$ cat src/rtl/ro_bit_harvester.sv
// ro_bit_harvester
// Consumes the free-running ring-oscillator lines: synchronises them into
// CLK, XOR-combines them once every SAMPLE_DIV cycles and packs the resulting
// bits MSB-first into OUT_W-bit words. Words leave on a valid/ready stream. A
// word that completes while the previous one is still unconsumed is dropped,
// and the drop is recorded in the sticky OVERRUN_O flag.
// Build option: define VN_DEBIAS_EN to insert a von Neumann debias stage
// between the raw sampled bit and the packer.
module ro_bit_harvester #(
   parameter int NUM_RO     = 8,
   parameter int SAMPLE_DIV = 16,
   parameter int OUT_W      = 8
) (
   input  logic              CLK,
   input  logic              RESET_N,
   input  logic [NUM_RO-1:0] RO_IN,
   input  logic              EN,
   output logic [OUT_W-1:0]  DATA_O,
   output logic              VALID_O,
   input  logic              READY_I,
   output logic              OVERRUN_O
);

   localparam int DIV_W = $clog2(SAMPLE_DIV);
   localparam int CNT_W = $clog2(OUT_W);
   localparam logic [DIV_W-1:0] DIV_LAST = DIV_W'(SAMPLE_DIV - 1);
   localparam logic [CNT_W-1:0] BIT_LAST = CNT_W'(OUT_W - 1);

   // ------------------------------------------------------------------
   // Synchroniser: two flops per oscillator line
   // ------------------------------------------------------------------
   logic [NUM_RO-1:0] sync_vec;

   for (genvar gi = 0; gi < NUM_RO; gi++) begin : g_sync
      (* ASYNC_REG = "TRUE" *) logic meta_q;
      (* ASYNC_REG = "TRUE" *) logic sync_q;

      // two-flop synchroniser for one oscillator line
      always_ff @(posedge CLK or negedge RESET_N) begin
         if (!RESET_N) begin
            meta_q <= 1'b0;
            sync_q <= 1'b0;
         end else begin
            meta_q <= RO_IN[gi];
            sync_q <= meta_q;
         end
      end

      assign sync_vec[gi] = sync_q;
   end

   // ------------------------------------------------------------------
   // Sample-rate divider
   // ------------------------------------------------------------------
   logic [DIV_W-1:0] div_cnt_q, div_cnt_d;
   logic             strobe;
   logic             raw_bit;

   assign strobe  = EN && (div_cnt_q == DIV_LAST);
   assign raw_bit = ^sync_vec;

   // divider advances while enabled, wraps after the strobe, held at 0 when disabled
   always_comb begin
      div_cnt_d = div_cnt_q;
      if (!EN) begin
         div_cnt_d = '0;
      end else if (strobe) begin
         div_cnt_d = '0;
      end else begin
         div_cnt_d = div_cnt_q + DIV_W'(1);
      end
   end

   // divider state register
   always_ff @(posedge CLK or negedge RESET_N) begin
      if (!RESET_N) begin
         div_cnt_q <= '0;
      end else begin
         div_cnt_q <= div_cnt_d;
      end
   end

   // ------------------------------------------------------------------
   // Bit source: raw strobe bits, or von Neumann pairs
   // ------------------------------------------------------------------
   logic emit_valid;
   logic emit_bit;

`ifdef VN_DEBIAS_EN
   typedef enum logic {
      WAIT_FIRST  = 1'b0,
      WAIT_SECOND = 1'b1
   } vn_state_t;

   vn_state_t state_q, state_d;
   logic      first_q, first_d;

   // debias FSM: pair 10 emits 1, pair 01 emits 0, equal pairs emit nothing
   always_comb begin
      state_d    = state_q;
      first_d    = first_q;
      emit_valid = 1'b0;
      emit_bit   = 1'b0;
      if (!EN) begin
         state_d = WAIT_FIRST;
      end else if (strobe) begin
         case (state_q)
            WAIT_FIRST: begin
               first_d = raw_bit;
               state_d = WAIT_SECOND;
            end
            WAIT_SECOND: begin
               state_d = WAIT_FIRST;
               if (first_q != raw_bit) begin
                  emit_valid = 1'b1;
                  emit_bit   = first_q;
               end
            end
            default: state_d = WAIT_FIRST;
         endcase
      end
   end

   // debias FSM state register
   always_ff @(posedge CLK or negedge RESET_N) begin
      if (!RESET_N) begin
         state_q <= WAIT_FIRST;
         first_q <= 1'b0;
      end else begin
         state_q <= state_d;
         first_q <= first_d;
      end
   end
`else
   assign emit_valid = strobe;
   assign emit_bit   = raw_bit;
`endif

   // ------------------------------------------------------------------
   // Packer: first emitted bit ends up in the MSB
   // ------------------------------------------------------------------
   logic [OUT_W-1:0] shift_q, shift_d;
   logic [CNT_W-1:0] bit_cnt_q, bit_cnt_d;
   logic [OUT_W-1:0] word_next;
   logic             word_done;

   assign word_next = {shift_q[OUT_W-2:0], emit_bit};
   assign word_done = emit_valid && (bit_cnt_q == BIT_LAST);

   // shift in each emitted bit; restart the word when it completes or EN drops
   always_comb begin
      shift_d   = shift_q;
      bit_cnt_d = bit_cnt_q;
      if (!EN) begin
         shift_d   = '0;
         bit_cnt_d = '0;
      end else if (emit_valid) begin
         if (word_done) begin
            shift_d   = '0;
            bit_cnt_d = '0;
         end else begin
            shift_d   = word_next;
            bit_cnt_d = bit_cnt_q + CNT_W'(1);
         end
      end
   end

   // packer state registers
   always_ff @(posedge CLK or negedge RESET_N) begin
      if (!RESET_N) begin
         shift_q   <= '0;
         bit_cnt_q <= '0;
      end else begin
         shift_q   <= shift_d;
         bit_cnt_q <= bit_cnt_d;
      end
   end

   // ------------------------------------------------------------------
   // Output register and valid/ready handshake
   // ------------------------------------------------------------------
   logic [OUT_W-1:0] data_q, data_d;
   logic             valid_q, valid_d;
   logic             overrun_q, overrun_d;

   // load a finished word if the slot is free or emptying this cycle, else drop it
   always_comb begin
      data_d    = data_q;
      valid_d   = valid_q;
      overrun_d = overrun_q;
      if (word_done) begin
         if (!valid_q || READY_I) begin
            data_d  = word_next;
            valid_d = 1'b1;
         end else begin
            overrun_d = 1'b1;
         end
      end else if (valid_q && READY_I) begin
         valid_d = 1'b0;
      end
   end

   // output registers; overrun is only cleared by reset
   always_ff @(posedge CLK or negedge RESET_N) begin
      if (!RESET_N) begin
         data_q    <= '0;
         valid_q   <= 1'b0;
         overrun_q <= 1'b0;
      end else begin
         data_q    <= data_d;
         valid_q   <= valid_d;
         overrun_q <= overrun_d;
      end
   end

   assign DATA_O    = data_q;
   assign VALID_O   = valid_q;
   assign OVERRUN_O = overrun_q;

endmodule

$ cat config.mk
export PLATFORM = sky130hd
export DESIGN_NAME = ro_bit_harvester
export DESIGN_NICKNAME = d
export VERILOG_FILES = /design/src/rtl/ro_bit_harvester.sv
export SDC_FILE = /design/constraint.sdc
export NUM_CORES = 1
export LEC_CHECK = 0
export ABC_AREA = 1
export CAP_MARGIN = 20
export CORE_MARGIN = 2
export CORE_UTILIZATION = 55
export DETAILED_ROUTE_END_ITERATION = 8
export PLACE_DENSITY = 0.8
export SLEW_MARGIN = 20
export SYNTH_ARGS = -nofsm -noshare
export SYNTH_HDL_FRONTEND = slang
export SYNTH_SLANG_ARGS = --single-unit
$ cat constraint.sdc
create_clock -name CLK -period 2 [get_ports CLK]
set_clock_uncertainty 0.05 [all_clocks]
set_input_delay 0.6 -clock CLK [delete_from_list [all_inputs] [get_ports CLK]]
set_output_delay 0.6 -clock CLK [all_outputs]
set_load 0.03 [all_outputs]
==> summary.txt <==
Outcome
  • Status: completed

STA
  • Worst-Margin Slew: 0.441 ns
  • Setup-failing EPs final: 0
  • Slew Limit Fails: 0
  • F_max: 567 MHz
  • Final Hold Violating Endpoints: 0
  • Period utilisation layout: 88.2%
  • Fin Setup TNS: 0 ns
  • RSZ-0062 raised after global routing: no
  • Hold WS: 0.145 ns
  • Min Tclk post-route: 1.76 ns
  • Slew headroom: 70.6%

Synth
  • Avg Cell Area, Syn: 10.1 sq um
  • Synthesis-stage register bit count: 40
  • Sequential area share after synthesis: 64.2%
  • Cell taking the most area after synthesis: dfrtp_1
  • Synth area leaders: dfrtp_1 (64%), nand2_1 (13%), inv_1 (5.1%)
  • Mapped Cells: 154
  • Synth top area share: 64.2%
  • YS warnings: 0
  • Synth unique cells: 18
  • Synthesized area: 1560 sq um
  • Syn nets: 169

Clocking
  • Worst-path clk slew: 0.11 ns
  • Max H-tree Level: 2
  • Max Buffers Root-to-Sink: 2
  • CTS Sinks: 40
  • Clock root buffer: clkbuf_4
  • CTS buffer count: 5
  • Clock Latency Late Sink: 0.34 ns
  • CTS tree: yes

Final layout
  • Final instance area: 1910 sq um
  • Area grow syn2layout: 22.5%
  • Most frequent cells in the layout: nand2_1 (56), dfrtp_1 (40), inv_1 (21), clkdlybuf4s50_1 (10), dlygate4sd2_1 (10)
  • Multi-input logic area: 458 sq um
  • Layout cell share with drive strength beyond 1: 14.6%
  • ANT cells: 0
  • Register area: 1000 sq um
  • Final core utilization: 69.9%
  • Commonest non-fill, non-tap cell in the layout: nand2_1
  • Final-stage net count: 199
  • Fillcell total: 217

Routing
  • DRT antenna net count: 0
  • First-pass iteration count of the detailed router: 4
  • Final routed DRC violation total: 0
  • Routed WL: 2.44 mm
  • Vias: 1,053
  • Vias/cell: 4.88
  • Initial DRC count: 30
  • Post-DR wirelength/cell: 11.3 um

Run
  • Max_cap viols: 0

Placed design
  • Placed cell areas: 1830 sq um
  • Placer Congestion: 0.729
  • Port Buffers: 21
  • DP Wirelength: 1.83 mm

Global route
  • Largest net degree at the start of global routing: 23
  • GR Util All Layers: 17.5%
  • Initial antenna violation count: 0
  • GR Overflow Total: 0
  • Vias in the first global route: 1,035
  • First-pass GRT wire length: 4.28 mm

Critical path
  • Crit path DAT: 1.11 ns
  • Buf+Inv Stages, Crit Path: 1
  • CP Class: flip-flop to primary output
  • CP Cell Sequence: dlygate4sd2_1
  • Worst Setup End Kind: primary output
  • Slowest-stage cell, CP: dlygate4sd2_1
  • Startpoint types: flip-flop
  • CP delay by family, top: buffers and inverters
  • Crit Path Max Fanout: 2
  • CP required: 1.35 ns
  • Crit-path max cell delay: 0.41 ns

Floorplanning
  • Die Area: 3280 sq um
  • FP Rows: 19
  • Die height: 57.3 um
  • Num ports: 22
  • Initial Util: 57.1%
  • Die width: 57.3 um
  • Core footprint: 2730 sq um

Pwr
  • Leak: 0.00103 uW
  • Peak VDD IR: 0.754 mV
  • Pwr Density: 784 nW/um^2
  • Power, Total: 1500 uW

Min path
  • HP Class: input pin to async pin
-- state kept, by name (all words and copies together) (netlist names) --
name           count
OVERRUN_O          1
g_sync.meta_q      8
bit_cnt_q          3
g_sync.sync_q      8
div_cnt_q          4
shift_q            7
VALID_O            1
DATA_O             8
-- metal layers --
metal	vias to the layer above	GRT usage [%]	wire length [um]
met4	0	8.97	55
met1	493	19.6	999
met3	7	4.99	118
met5	-	0	0
li1	535	-	-
met2	18	30.4	1270
-- final timing paths --
check                                 startpoint               end  cells after the start  slack (ns)
worst max-delay path                   DATA_O[2]         DATA_O[2]                      1        0.24
worst min-delay path                     RESET_N  g_sync[7].sync_q                      1        0.14
worst max register to register      div_cnt_q[0]         DATA_O[1]                      8        0.56
worst min register to register  g_sync[4].meta_q  g_sync[4].sync_q                      0        0.31
max in group asynchronous                RESET_N         DATA_O[1]                      2        1.30
min in group CLK                g_sync[4].meta_q  g_sync[4].sync_q                      0        0.31
-- synthesized netlist by cell type (all sizes together) --
| master | instances |
|---|---|
| a22o | 2 |
| nand2 | 59 |
| a21oi | 1 |
| o21ai | 10 |
| o22ai | 6 |
| nor2 | 4 |
| o21bai | 1 |
| inv | 24 |
| ha | 3 |
| nand3 | 3 |
| dfrtp | 40 |
| buf | 1 |
-- layout make-up --
cell class              instances  share of cell area (%)
clock buffers                   7                    3.41
clock inverters                 1                    1.57
well taps                      31                    2.03
inverters                      24                    4.72
repair buffers                 24                    11.9
multi-input cells              89                    24.0
flip-flops and latches         40                    52.4
-- per-stage QoR --
step / instances / setup slack, ns
after CTS: 216 / 0.201
after floorplan: 154 / 0.690
final: 216 / 0.236
after global placement: 208 / 0.178
after global routing: 216 / 0.179
after detailed placement: 208 / 0.118
-- cell families after synthesis --
family          count (synthesis)  share of synthesized area [%]
compound gates                 20                           9.22
fa+ha+maj                       3                           2.41
buf+inv                        25                           6.50
flops                          40                           64.2
simple gates                   66                           17.7
-- power breakdown --
part,switching (uW),internal (uW)
Sequential,11.3,829
Clock,238,332
Combinational,48.3,38.7
-- timing repair --
action | 4_1_cts | 5_1_grt
hold buffers | 0 | 0
gates resized for setup | 10 | 0
setup buffers | 0 | 0
endpoints found under the setup margin | 10 | 0
(Power assumes the default switching activity.)
